<file path="src/rtl/symbol_bit_packer.sv">
// Packs 1..4-bit demodulated symbols MSB-first into bytes, with a single output
// slot held under backpressure and a flush that emits a zero-padded final byte.
module symbol_bit_packer (
    input  logic       clk,
    input  logic       rst_n,
    input  logic       sym_valid,
    output logic       sym_ready,
    input  logic [1:0] sel,
    input  logic [3:0] bit_in,
    input  logic       flush,
    output logic [7:0] byte_out,
    output logic       byte_valid,
    input  logic       byte_ready,
    output logic       byte_last
);

    // Bits are kept right-aligned; the oldest bit sits at position cnt-1.
    // Bits above cnt are stale and never reach an output.
    logic [10:0] acc;
    logic [3:0]  cnt;
    logic        flush_pending;

    logic        accept;
    logic        slot_free;
    logic        pend;
    logic [2:0]  n;
    logic [3:0]  sym_bits;
    logic [14:0] nxt_acc;
    logic [4:0]  nxt_cnt;
    logic [14:0] full_sh;
    logic [14:0] pad_sh;
    logic        emit_full;
    logic        emit_pad;

    assign sym_ready = (cnt < 4'd8) || byte_ready;
    assign accept    = sym_valid && sym_ready;
    assign slot_free = !byte_valid || byte_ready;
    assign pend      = flush_pending || flush;
    assign n         = {1'b0, sel} + 3'd1;

    always_comb begin
        sym_bits = 4'h0;
        case (sel)
            2'b00: sym_bits = {3'b000, bit_in[0]};
            2'b01: sym_bits = {2'b00, bit_in[1:0]};
            2'b10: sym_bits = {1'b0, bit_in[2:0]};
            default: sym_bits = bit_in;
        endcase
    end

    always_comb begin
        nxt_acc = {4'h0, acc};
        nxt_cnt = {1'b0, cnt};
        if (accept) begin
            nxt_acc = ({4'h0, acc} << n) | {11'h0, sym_bits};
            nxt_cnt = {1'b0, cnt} + {2'b00, n};
        end
    end

    assign full_sh   = nxt_acc >> (nxt_cnt - 5'd8);
    assign pad_sh    = nxt_acc << (5'd8 - nxt_cnt);
    assign emit_full = slot_free && (nxt_cnt >= 5'd8);
    assign emit_pad  = slot_free && pend && (nxt_cnt != 5'd0) && (nxt_cnt < 5'd8);

    always_ff @(posedge clk or negedge rst_n) begin
        if (!rst_n) begin
            acc           <= '0;
            cnt           <= '0;
            flush_pending <= 1'b0;
            byte_out      <= 8'h00;
            byte_valid    <= 1'b0;
            byte_last     <= 1'b0;
        end else begin
            acc <= nxt_acc[10:0];
            if (emit_full) begin
                byte_out      <= full_sh[7:0];
                byte_valid    <= 1'b1;
                byte_last     <= 1'b0;
                cnt           <= 4'(nxt_cnt - 5'd8);
                flush_pending <= pend;
            end else if (emit_pad) begin
                byte_out      <= pad_sh[7:0];
                byte_valid    <= 1'b1;
                byte_last     <= 1'b1;
                cnt           <= 4'd0;
                flush_pending <= 1'b0;
            end else begin
                cnt <= nxt_cnt[3:0];
                // An empty accumulator has nothing to flush, so the request just retires.
                flush_pending <= pend && (nxt_cnt != 5'd0);
                if (byte_ready) begin
                    byte_valid <= 1'b0;
                    byte_last  <= 1'b0;
                end
            end
        end
    end

endmodule
</file>
<file path="config.mk">
export PLATFORM = sky130hd
export DESIGN_NAME = symbol_bit_packer
export DESIGN_NICKNAME = d
export VERILOG_FILES = /design/src/rtl/symbol_bit_packer.sv
export SDC_FILE = /design/constraint.sdc
export NUM_CORES = 1
export LEC_CHECK = 0
export CAP_MARGIN = 40
export CORE_MARGIN = 5
export CORE_UTILIZATION = 30
export CTS_CLUSTER_SIZE = 30
export DETAILED_ROUTE_END_ITERATION = 12
export GPL_TIMING_DRIVEN = 0
export MAX_ROUTING_LAYER = met4
export SETUP_SLACK_MARGIN = 0.05
export SLEW_MARGIN = 20
export SYNTH_ARGS = -nofsm -noshare
export SYNTH_HDL_FRONTEND = slang
export SYNTH_SLANG_ARGS = --single-unit
</file>
<file path="constraint.sdc">
create_clock -name clk -period 3.1 [get_ports clk]
set_clock_uncertainty 0.05 [all_clocks]
set_input_delay 0.62 -clock clk [delete_from_list [all_inputs] [get_ports clk]]
set_output_delay 0.62 -clock clk [all_outputs]
set_load 0.005 [all_outputs]
</file>
==> key figures <==
Clock network
  – Clk root buf: clkbuf_8
  – Hold-fix buffers at CTS: 0
  – Clock buffer count from CTS: 3
  – CTS tree: done
  – H-tree depth: 1
  – Worst skew pair latency: 0.28 ns
  – CTS sink cnt: 26
  – Clock Tree Buf Depth: 2
  – Clk slew on worst S/H paths: 0.11 ns

Finish
  – Cell area after layout: 4530 sq um
  – Final Core Density: 0.424
  – Commonest non-fill, non-tap cell in the layout: buf_4
  – Layout cells sized above 1: 0.380
  – Antenna diode count: 0
  – Final nets: 474
  – Fillers: 1066
  – Commonest non-fill, non-tap cells in the layout: 35 x buf_4, 28 x nand2_1, 26 x dfrtp_1
  – Syn-to-layout area delta: 39.6%

GRT
  – Initial antenna violation count: 0
  – Tot GR Track Use: 0.189
  – Grt ovf: 0
  – First-pass GRT wire length: 19.3 mm
  – Largest net degree at the start of global routing: 27
  – Number of global-route vias before repair: 3398

Critical path
  – CP required: 3.26 ns
  – Kind of critical path: in -> reg
  – Critical Path Fanout Max: 5
  – Critical Path End Type: register
  – Startpoint types: input port
  – Worst Path Arrival: 3.57 ns

Placed design
  – Post-DP Area: 3750 sq um
  – Setup WS pre-CTS: -2.05 ns
  – Port bufs: 20
  – Final GP Congestion: 0.900
  – DP HPWL: 8.63 mm

Pwr
  – Switching power: 2.51 mW
  – Combinational share of power: 0.815
  – Seq pwr share: 0.124
  – Switching Share: 0.504
  – Pwr/cell area: 1100 nW/um^2
  – VDD IR max: 393 uV
  – Leakage: 1.79 nW
  – Internal power: 2.47 mW
  – Clk pwr share: 0.061

Yosys
  – Ys async rst share: 1.00
  – Syn Nets: 410
  – #FFs+latches synth: 26
  – Syn Area/Cell: 8.32 sq um
  – Yosys cell types: 74
  – Synthesis warning total: 0
  – Number of flops mapped to enable cells by yosys: 0
  – Post-Syn Area: 3240 sq um
  – Syn Inst Count: 390
  – Seq/Total Area, Yosys: 0.201
  – Most used DFF post-synth: dfrtp_1

Timing
  – Unrepaired setup endpoints after global routing: yes
  – Measured slew at the worst slew-check pin: 0.715 ns
  – Pins over their slew limit: 0
  – Setup ws final: -0.310 ns
  – Final setup fails: 8
  – Crit share post-route: 1.10
  – Final worst path period need: 3.41 ns
  – Final hold vios: 0
  – Max Clock Freq: 293 MHz
  – Setup TNS: -2.02 ns
  – Max_slew headroom: 0.519

Worst hold path
  – Min-Delay Path Class: in -> async

Drt
  – Post-route ant nets: 0
  – Via count: 3600
  – Wire per inst: 20.9 microns
  – Number of vias per cell: 6.07
  – Initial DRC count: 304
  – DRC viols: 0
  – Drt pass-1 iters: 5
  – Final WL: 12.4 mm

Floorplanning
  – Die X-Extent: 114 microns
  – Num rows: 38
  – Starting Density: 0.303
  – Core Region: 10700 sq um
  – DIE AREA: 13000 sq um
  – I/O pin cnt: 22
  – Die Y: 114 microns

Status
  – Failing checks: setup timing
  – Status: finished, violations left

Flow run
  – Max_cap viols: 0
cells in the mapped netlist, drive strengths merged, types with 3 or more instances:
master    n  area [sq um]
nor4      6          37.5
nor2     25          93.8
mux4      7           169
ha        8           100
or2       3          18.8
clkbuf    8          30.0
a22oi     6          45.0
and2      7          43.8
inv      13          48.8
a221oi    6          58.8
or3       4          25.0
nor3      8          40.0
nand2    37           139
buf      27           160
and3      6          37.5
o311ai    7          61.3
o21ai    13          65.1
a21oi    25           125
o31ai     5          56.3
a211oi   10          80.1
a31oi     4          25.0
nand4     4          25.0
nor2b     4          25.0
o211ai    4          30.0
dfrtp    26           651
nand2b    5          31.3
mux2     14           158
o31a      5          43.8
a2111oi   3          38.8
o21a      5          38.8
a21o      4          30.0
mux2i    17           183
o221ai    5          43.8
nand3    20           100
kinds of logic (layout without fill, tap and decap cells):
group           after synthesis  count (layout)  synth area share
compound gates              123             123             0.288
xor+xnor                      5               5            0.0220
fa+ha+maj                     9               9            0.0370
buf+inv                      48             111            0.0737
flops                        26              26             0.201
mux                          38              38             0.157
simple gates                141             141             0.222
stage by stage:
step | std cells | total power, mW | hold slack [ns]
after floorplan | 390 | 2.69 | 0.274
after global placement | 550 | 3.47 | 0.448
after detailed placement | 550 | 3.48 | 0.440
after CTS | 579 | 4.34 | 0.328
after global routing | 593 | 5.26 | 0.346
final | 593 | 4.97 | 0.303
sequential cells by signal, summed over array words and instances (netlist names):
| name | flops |
|---|---|
| byte_out | 8 |
| cnt | 4 |
| byte_valid | 1 |
| flush_pending | 1 |
| byte_last | 1 |
| acc | 11 |
worst max-delay path, stage by stage:
cell,delay [ns]
buf_8,0.08
buf_12,0.11
inv_12,0.03
ha_4,0.27
buf_8,0.11
inv_6,0.03
fa_2,0.40
buf_6,0.15
nand2_2,0.04
o32a_1,0.27
ha_4,0.21
nor2b_4,0.04
buf_4,0.12
buf_6,0.12
buf_4,0.13
buf_4,0.13
a2111oi_4,0.35
a211oi_1,0.13
o221ai_1,0.22
power by group through the flow:
stage / logic (mW) / registers [mW] / clock network, mW
after floorplan: 2.13 / 0.565 / 0
after global placement: 2.86 / 0.606 / 0
after detailed placement: 2.87 / 0.609 / 0
after CTS: 3.44 / 0.604 / 0.303
after global routing: 4.31 / 0.636 / 0.317
final: 4.05 / 0.617 / 0.303
what timing repair did:
item,CTS,global route
pin swaps,14,27
resized for setup,53,58
buffers inserted,26,19
cloned,0,0
setup endpoints to repair,16,14
path summary, 6_finish.rpt:
| path | end | slack, ns | cells past startpoint | start |
|---|---|---|---|---|
| setup reg to reg | byte_out[3] | 0 | 14 | cnt[0] |
| hold reg to reg | byte_out[7] | 0.48 | 2 | byte_out[7] |
| max in group asynchronous | byte_out[1] | 2.27 | 1 | rst_n |
| min in group clk | byte_out[7] | 0.48 | 2 | byte_out[7] |
| setup / recovery | byte_out[3] | -0.31 | 19 | sel[0] |
| hold / removal | acc[8] | 0.30 | 1 | rst_n |
area by class of cell:
type                    count  area [sq um]  share of cell area
clock inverters             1          30.0             0.00663
repair buffers             62           559               0.123
well taps                 140           175              0.0387
inverters                  13          78.8              0.0174
plain buffers              32           223              0.0492
clock buffers               3          41.3             0.00911
flip-flops and latches     26           651               0.144
multi-input cells         316          2770               0.612
per-layer routing:
layer | wire, microns | share of wire | track usage | vias to the layer above
met1 | 5530 | 0.45 | 0.271 | 1767
met2 | 5840 | 0.47 | 0.291 | 168
li1 | - | - | - | 1642
met5 | 0 | 0 | - | -
met4 | 197 | 0.016 | 0.0475 | 0
met3 | 807 | 0.065 | 0.0127 | 23
No activity file was read; power rests on OpenSTA's default activity.
